==> src/rtl/pipe_pkg.sv <==
// Shared constants for the EX->MEM pipeline stage.
//   - occupancy encodings reported on the stage's occupancy port
//   - bit positions of the commit-control fields inside the ctrl word
package pipe_pkg;

  typedef logic [1:0] occ_t;

  localparam occ_t OCC_EMPTY = 2'd0;
  localparam occ_t OCC_ONE   = 2'd1;
  localparam occ_t OCC_FULL  = 2'd2;

  // Control word layout. The stage treats ctrl as opaque; these indices are
  // for the producers/consumers on either side. The 3-bit condition code
  // occupies [CTRL_BR_COND +: CTRL_BR_COND_W], so carrying it needs CTRL_W >= 9.
  localparam int CTRL_REG_WRITE  = 0;
  localparam int CTRL_MEM_READ   = 1;
  localparam int CTRL_MEM_WRITE  = 2;
  localparam int CTRL_MEM_TO_REG = 3;
  localparam int CTRL_BRANCH     = 4;
  localparam int CTRL_JUMP       = 5;
  localparam int CTRL_BR_COND    = 6;
  localparam int CTRL_BR_COND_W  = 3;

  // Branch condition codes
  localparam logic [2:0] BR_EQ = 3'd0;
  localparam logic [2:0] BR_NE = 3'd1;
  localparam logic [2:0] BR_GT = 3'd2;
  localparam logic [2:0] BR_GE = 3'd3;
  localparam logic [2:0] BR_LT = 3'd4;
  localparam logic [2:0] BR_LE = 3'd5;

endpackage

==> src/rtl/pipe_slot.sv <==
// One pipeline entry: valid + data + ctrl, updated on the falling clock edge.
// Ports:
//   clk, rst_n   falling-edge clock, async active-low reset
//   i_load       capture i_data/i_ctrl and set valid
//   i_clr        drop the entry: valid and ctrl cleared, data kept (wins over load)
//   o_valid/o_data/o_ctrl  registered entry
module pipe_slot
  import pipe_pkg::*;
#(
  parameter int DATA_W = 32,
  parameter int CTRL_W = 8
) (
  input  logic              clk,
  input  logic              rst_n,
  input  logic              i_load,
  input  logic              i_clr,
  input  logic [DATA_W-1:0] i_data,
  input  logic [CTRL_W-1:0] i_ctrl,
  output logic              o_valid,
  output logic [DATA_W-1:0] o_data,
  output logic [CTRL_W-1:0] o_ctrl
);

  logic              r_valid;
  logic [DATA_W-1:0] r_data;
  logic [CTRL_W-1:0] r_ctrl;

  always_ff @(negedge clk or negedge rst_n) begin
    if (!rst_n) begin
      r_valid <= 1'b0;
      r_data  <= '0;
      r_ctrl  <= '0;
    end else if (i_clr) begin
      // ctrl cleared so a dead entry never carries write enables
      r_valid <= 1'b0;
      r_ctrl  <= '0;
    end else if (i_load) begin
      r_valid <= 1'b1;
      r_data  <= i_data;
      r_ctrl  <= i_ctrl;
    end
  end

  assign o_valid = r_valid;
  assign o_data  = r_data;
  assign o_ctrl  = r_ctrl;

endmodule

==> src/rtl/ex_mem_skid_stage.sv <==
// EX->MEM pipeline stage with valid/ready handshake, optional 2-entry skid
// buffer, flush and cache-miss freeze (hit=0). State updates on negedge clk.
// Ports:
//   clk, rst_n              falling-edge clock, async active-low reset
//   hit                     advance enable (0 = frozen; flush still acts)
//   flush                   kill held and incoming entries
//   in_valid/in_ready       upstream handshake, in_data/in_ctrl payload
//   out_valid/out_ready     downstream handshake, out_data/out_ctrl head entry
//   occupancy               entries held (0..2)
module ex_mem_skid_stage
  import pipe_pkg::*;
#(
  parameter int DATA_W = 32,
  parameter int CTRL_W = 8,
  parameter bit SKID   = 1'b1
) (
  input  logic              clk,
  input  logic              rst_n,
  input  logic              hit,
  input  logic              flush,
  input  logic              in_valid,
  output logic              in_ready,
  input  logic [DATA_W-1:0] in_data,
  input  logic [CTRL_W-1:0] in_ctrl,
  output logic              out_valid,
  input  logic              out_ready,
  output logic [DATA_W-1:0] out_data,
  output logic [CTRL_W-1:0] out_ctrl,
  output logic [1:0]        occupancy
);

  logic              w_in_fire, w_out_fire;
  logic              w_main_load, w_main_clr;
  logic [DATA_W-1:0] w_main_d;
  logic [CTRL_W-1:0] w_main_c;
  logic              w_main_valid;
  logic [CTRL_W-1:0] w_main_ctrl;
  logic              w_skid_valid;

  assign w_in_fire  = in_valid & in_ready & hit & ~flush;
  assign w_out_fire = w_main_valid & out_ready & hit;

  pipe_slot #(.DATA_W(DATA_W), .CTRL_W(CTRL_W)) u_main (
    .clk    (clk),
    .rst_n  (rst_n),
    .i_load (w_main_load),
    .i_clr  (w_main_clr),
    .i_data (w_main_d),
    .i_ctrl (w_main_c),
    .o_valid(w_main_valid),
    .o_data (out_data),
    .o_ctrl (w_main_ctrl)
  );

  generate
    if (SKID) begin : g_skid
      logic              w_skid_load, w_skid_clr;
      logic [DATA_W-1:0] w_skid_data;
      logic [CTRL_W-1:0] w_skid_ctrl;

      pipe_slot #(.DATA_W(DATA_W), .CTRL_W(CTRL_W)) u_skid (
        .clk    (clk),
        .rst_n  (rst_n),
        .i_load (w_skid_load),
        .i_clr  (w_skid_clr),
        .i_data (in_data),
        .i_ctrl (in_ctrl),
        .o_valid(w_skid_valid),
        .o_data (w_skid_data),
        .o_ctrl (w_skid_ctrl)
      );

      // Ready comes straight from the skid valid flop: no path from out_ready.
      assign in_ready = ~w_skid_valid;

      // Head refills from skid when it holds an entry, otherwise from input.
      // in_fire implies the skid is empty.
      assign w_main_d    = w_skid_valid ? w_skid_data : in_data;
      assign w_main_c    = w_skid_valid ? w_skid_ctrl : in_ctrl;
      assign w_main_load = (w_in_fire & (~w_main_valid | w_out_fire))
                         | (w_skid_valid & w_out_fire);
      assign w_main_clr  = flush | (w_out_fire & ~w_main_load);
      assign w_skid_load = w_in_fire & w_main_valid & ~w_out_fire;
      assign w_skid_clr  = flush | (w_skid_valid & w_out_fire);
    end else begin : g_noskid
      assign w_skid_valid = 1'b0;
      assign in_ready     = ~w_main_valid | (out_ready & hit);
      assign w_main_d     = in_data;
      assign w_main_c     = in_ctrl;
      assign w_main_load  = w_in_fire;
      assign w_main_clr   = flush | (w_out_fire & ~w_in_fire);
    end
  endgenerate

  assign out_valid = w_main_valid;
  assign out_ctrl  = w_main_ctrl & {CTRL_W{w_main_valid}};
  assign occupancy = w_skid_valid ? OCC_FULL : (w_main_valid ? OCC_ONE : OCC_EMPTY);

endmodule

==> config.mk <==
export PLATFORM = sky130hd
export DESIGN_NAME = ex_mem_skid_stage
export DESIGN_NICKNAME = d
export VERILOG_FILES = /design/src/rtl/pipe_pkg.sv /design/src/rtl/pipe_slot.sv /design/src/rtl/ex_mem_skid_stage.sv
export SDC_FILE = /design/constraint.sdc
export NUM_CORES = 1
export LEC_CHECK = 0
export CAP_MARGIN = 25
export CORE_MARGIN = 2
export CORE_UTILIZATION = 40
export CTS_BUF_LIST = sky130_fd_sc_hd__clkbuf_8 sky130_fd_sc_hd__clkbuf_16
export DETAILED_ROUTE_END_ITERATION = 10
export HOLD_SLACK_MARGIN = 0.03
export PLACE_DENSITY = 0.65
export RECOVER_POWER = 50
export SKIP_LAST_GASP = 1
export SLEW_MARGIN = 15
export SYNTH_ARGS = -nofsm -noshare
export SYNTH_HDL_FRONTEND = slang
export SYNTH_SLANG_ARGS = --single-unit
==> constraint.sdc <==
create_clock -name clk -period 2.5 [get_ports clk]
set_input_delay 0.5 -clock clk [delete_from_list [all_inputs] [get_ports clk]]
set_output_delay 0.5 -clock clk [all_outputs]
set_load 0.02 [all_outputs]
==> flow_metrics.py, run 1 <==
metrics = {
    "detailed_routing": {
        "drc": 0,
        "viasPerCell": 4.98,
        "drtIter0Drc": 82,
        "detail-route-antenna-nets": 0,
        "finalWirelength_mm": 9.31,
        "firstDrtPassIters": 4,
        "avgRoutedWirePerCell_um": 17.9,
        "vias": 2593,
    },
    "power": {
        "p_clk_frac": 0.257,
        "power.share.sequential": 0.441,
        "p_int_mw": 2.82,
        "p_sw_mw": 1.10,
        "finalPower_mw": 3.91,
        "combPwrFrac": 0.303,
        "power_leakage_nw": 2.86,
        "p_per_area_nw_per_um2": 649,
        "peakVddDrop_v": 0.000325,
        "swShare": 0.280,
    },
    "logic_synthesis": {
        "syn_area_um2": 3720,
        "synthFlopType": "dfrtn_1",
        "syn-num-nets": 301,
        "syn_area_per_cell_um2": 14.6,
        "synth_adder_area_share": 0,
        "synth-seq-cells": 82,
        "synth_warnings": 0,
        "synth_area_leaders": "dfrtn_1, mux2_2, a22o_1, o2bb2ai_1, and2_1",
        "synth_xor_area_frac": 0,
        "async_flop_share": 1.00,
        "synthSimpleGateAreaFrac": 0.0581,
        "synth_top_area_frac": 0.551,
        "synth.area.mux_share": 0.317,
        "yosysMostFrequentCell": "mux2_2",
        "synth.distinct_cells": 27,
        "synth-edff-count": 0,
        "seq_area_frac_synth": 0.551,
        "synth_top_cells_by_count": "mux2_2, dfrtn_1, and2_1",
        "netlist_instances": 255,
        "synth_compound_area_frac": 0.0450,
        "synth_top_family_by_area": "multiplexers",
        "yosys.area.top_type": "dfrtn_1",
    },
    "setup_path": {
        "cp-end-kind": "output pin",
        "crit_slowest_cell": "dfrtn_1",
        "crit_chain": "buf_6, nor2b_4, buf_6",
        "max_stage_delay_ns": 0.43,
        "worst-setup-path-type": "reg2out",
        "worstPathMaxFanout": 7,
        "critical_path.startpoint_type": "register",
        "required_ns": 2.00,
        "critPathMostFrequentCell": "buf_6",
        "crit_arrival_ns": 2.42,
    },
    "floorplan": {
        "rows": 35,
        "die_w_um": 101,
        "coreArea_um2": 9150,
        "start_util": 0.407,
        "dieArea_um2": 10100,
        "dieHeight_um": 101,
        "io_pins": 90,
    },
    "job": {
        "drv_cap": 0,
    },
    "placement": {
        "dpl.hpwl_mm": 5.43,
        "place_congestion": 0.740,
        "io_buffer_count": 89,
        "placed_cell_area_um2": 5160,
        "dp_slack_ns": -1.00,
    },
    "status": {
        "violations": "negative setup slack",
        "run_status": "finished with violations",
    },
    "sta": {
        "worstMarginPinSlew_ns": 0.912,
        "slew_viol_final": 0,
        "worst_slew_margin_rel": 0.392,
        "finalWorstSetupSlack_ns": -0.422,
        "setup_viol": 124,
        "fin_skew_ns": 0.00755,
        "rsz0062_at_grt": "true",
        "setup-tns-final_ns": -24.62,
        "hold_violations": 0,
    },
    "clock_tree": {
        "clkTransAtPathRegs_ns": 0.06,
        "cts.path.max_buffers": 2,
        "cts_root_buf": "clkbuf_8",
        "numCtsBuffers": 9,
        "hold_buffers": 0,
        "tritoncts": "built",
        "htreeDepth": 3,
        "worstSkewPairLatency_ns": 0.33,
        "cts_num_sinks": 82,
    },
    "grt": {
        "overflow": 0,
        "grt_max_degree": 30,
        "antenna_found_initial": 0,
        "grt_pass1_wl_mm": 15.0,
        "grt_pass1_vias": 2872,
        "grt.total_usage": 0.194,
    },
    "layout": {
        "design_area_um2": 6020,
        "syn_to_final_growth_pct": 61.7,
        "drive_above_1_share": 0.639,
        "num_antenna_cells": 0,
        "nNetsFinal": 451,
    },
    "worst_hold_path": {
        "hold_path.class": "reg2reg",
    },
}
[area by class of cell]
class | instances | area, µm²
clock buffer | 9 | 124
clock inverter | 7 | 82.6
fill | 672 | 3130
inverter | 1 | 8.76
multi-input combinational | 156 | 1940
sequential | 82 | 2050
tap | 111 | 139
timing repair buffer | 155 | 1680
[metal layers]
metal	up-vias	share of wire	GRT usage	wire length, µm
met1	1301	0.47	0.269	4350
met5	-	0	0	0
met4	0	0.011	0.0653	104
li1	1217	-	-	-
met3	9	0.044	0.0368	408
met2	66	0.48	0.307	4450
[path summary, 6_finish.rpt]
check / from / endpoint / slack [ns] / cells past startpoint
worst max-delay path: u_main.o_valid / occupancy[0] / -0.42 / 3
worst min-delay path: u_main.o_ctrl[5] / u_main.o_ctrl[5] / 0.45 / 1
worst max register to register: u_main.o_valid / u_main.o_data[28] / 0.25 / 9
worst min register to register: u_main.o_ctrl[5] / u_main.o_ctrl[5] / 0.45 / 1
max in group asynchronous: rst_n / g_skid.u_skid.o_data[27] / 0.13 / 2
min in group asynchronous: rst_n / g_skid.u_skid.o_ctrl[3] / 1.41 / 1
[placed cells by master (no fill, tap or decap), types with 2 or more instances in the layout]
cell and instances:
nand2b_1 8, o2bb2ai_2 7, buf_12 13, buf_8 3
dfrtn_1 82, mux2_2 40, clkinvlp_4 2, buf_6 52
buf_16 2, nand2_1 2, and2_4 2, clkbuf_8 9
clkbuf_4 2, inv_6 4, and2_2 6, buf_4 41
clkdlybuf4s50_1 40, a22o_1 8, mux2_4 64
[sequential cells by signal, indices dropped and copies added (netlist names)]
name / flops
u_main.o_ctrl: 8
g_skid.u_skid.o_valid: 1
u_main.o_data: 32
g_skid.u_skid.o_data: 32
u_main.o_valid: 1
g_skid.u_skid.o_ctrl: 8
[cells by family (layout without fill, tap and decap cells)]
| group | Yosys count | in the layout |
|---|---|---|
| AOI/OAI and AO/OA | 19 | 19 |
| and+or+nand+nor | 32 | 32 |
| DFF | 82 | 82 |
| buffers and inverters | 17 | 172 |
| muxes | 105 | 105 |
[critical path: cells and delay by family, from the launching register on]
family | cells | cell delay, ns
buf+inv | 2 | 0.25
simple gates | 1 | 0.15
flops | 1 | 0.43
[power by group through the flow]
stage	clock, mW	combinational (mW)	sequential (mW)
final	1.00	1.18	1.72
after global routing	1.10	1.25	1.75
after CTS	1.04	1.17	1.72
after detailed placement	0	0.991	1.71
after global placement	0	0.972	1.71
after floorplan	0	0.378	1.84
[timing repair]
item	in CTS	in global routing
resized for setup	328	18
pin swaps	10	7
setup endpoints to repair	125	124
setup buffers	24	14
gates cloned	7	0
[metrics by stage]
stage | std cells | utilization | hold slack (ns)
global placement | 469 | 0.564 | 0.441
finish | 521 | 0.658 | 0.451
CTS | 516 | 0.656 | 0.453
floorplan | 255 | - | 0.426
detailed placement | 469 | 0.564 | 0.435
global route | 521 | 0.658 | 0.462
Power figures use the tool's default switching activity.
==> inputs of run 2 (changes only) <==
--- a/config.mk
+++ b/config.mk
@@ -9,6 +9,7 @@
 export CORE_MARGIN = 2
 export CORE_UTILIZATION = 40
 export CTS_BUF_LIST = sky130_fd_sc_hd__clkbuf_8 sky130_fd_sc_hd__clkbuf_16
+export CTS_CLUSTER_SIZE = 10
 export DETAILED_ROUTE_END_ITERATION = 10
 export HOLD_SLACK_MARGIN = 0.03
 export PLACE_DENSITY = 0.65
==> results of run 2 <==
Same layout as run 1: the final DEF is identical, and so are final timing and power.
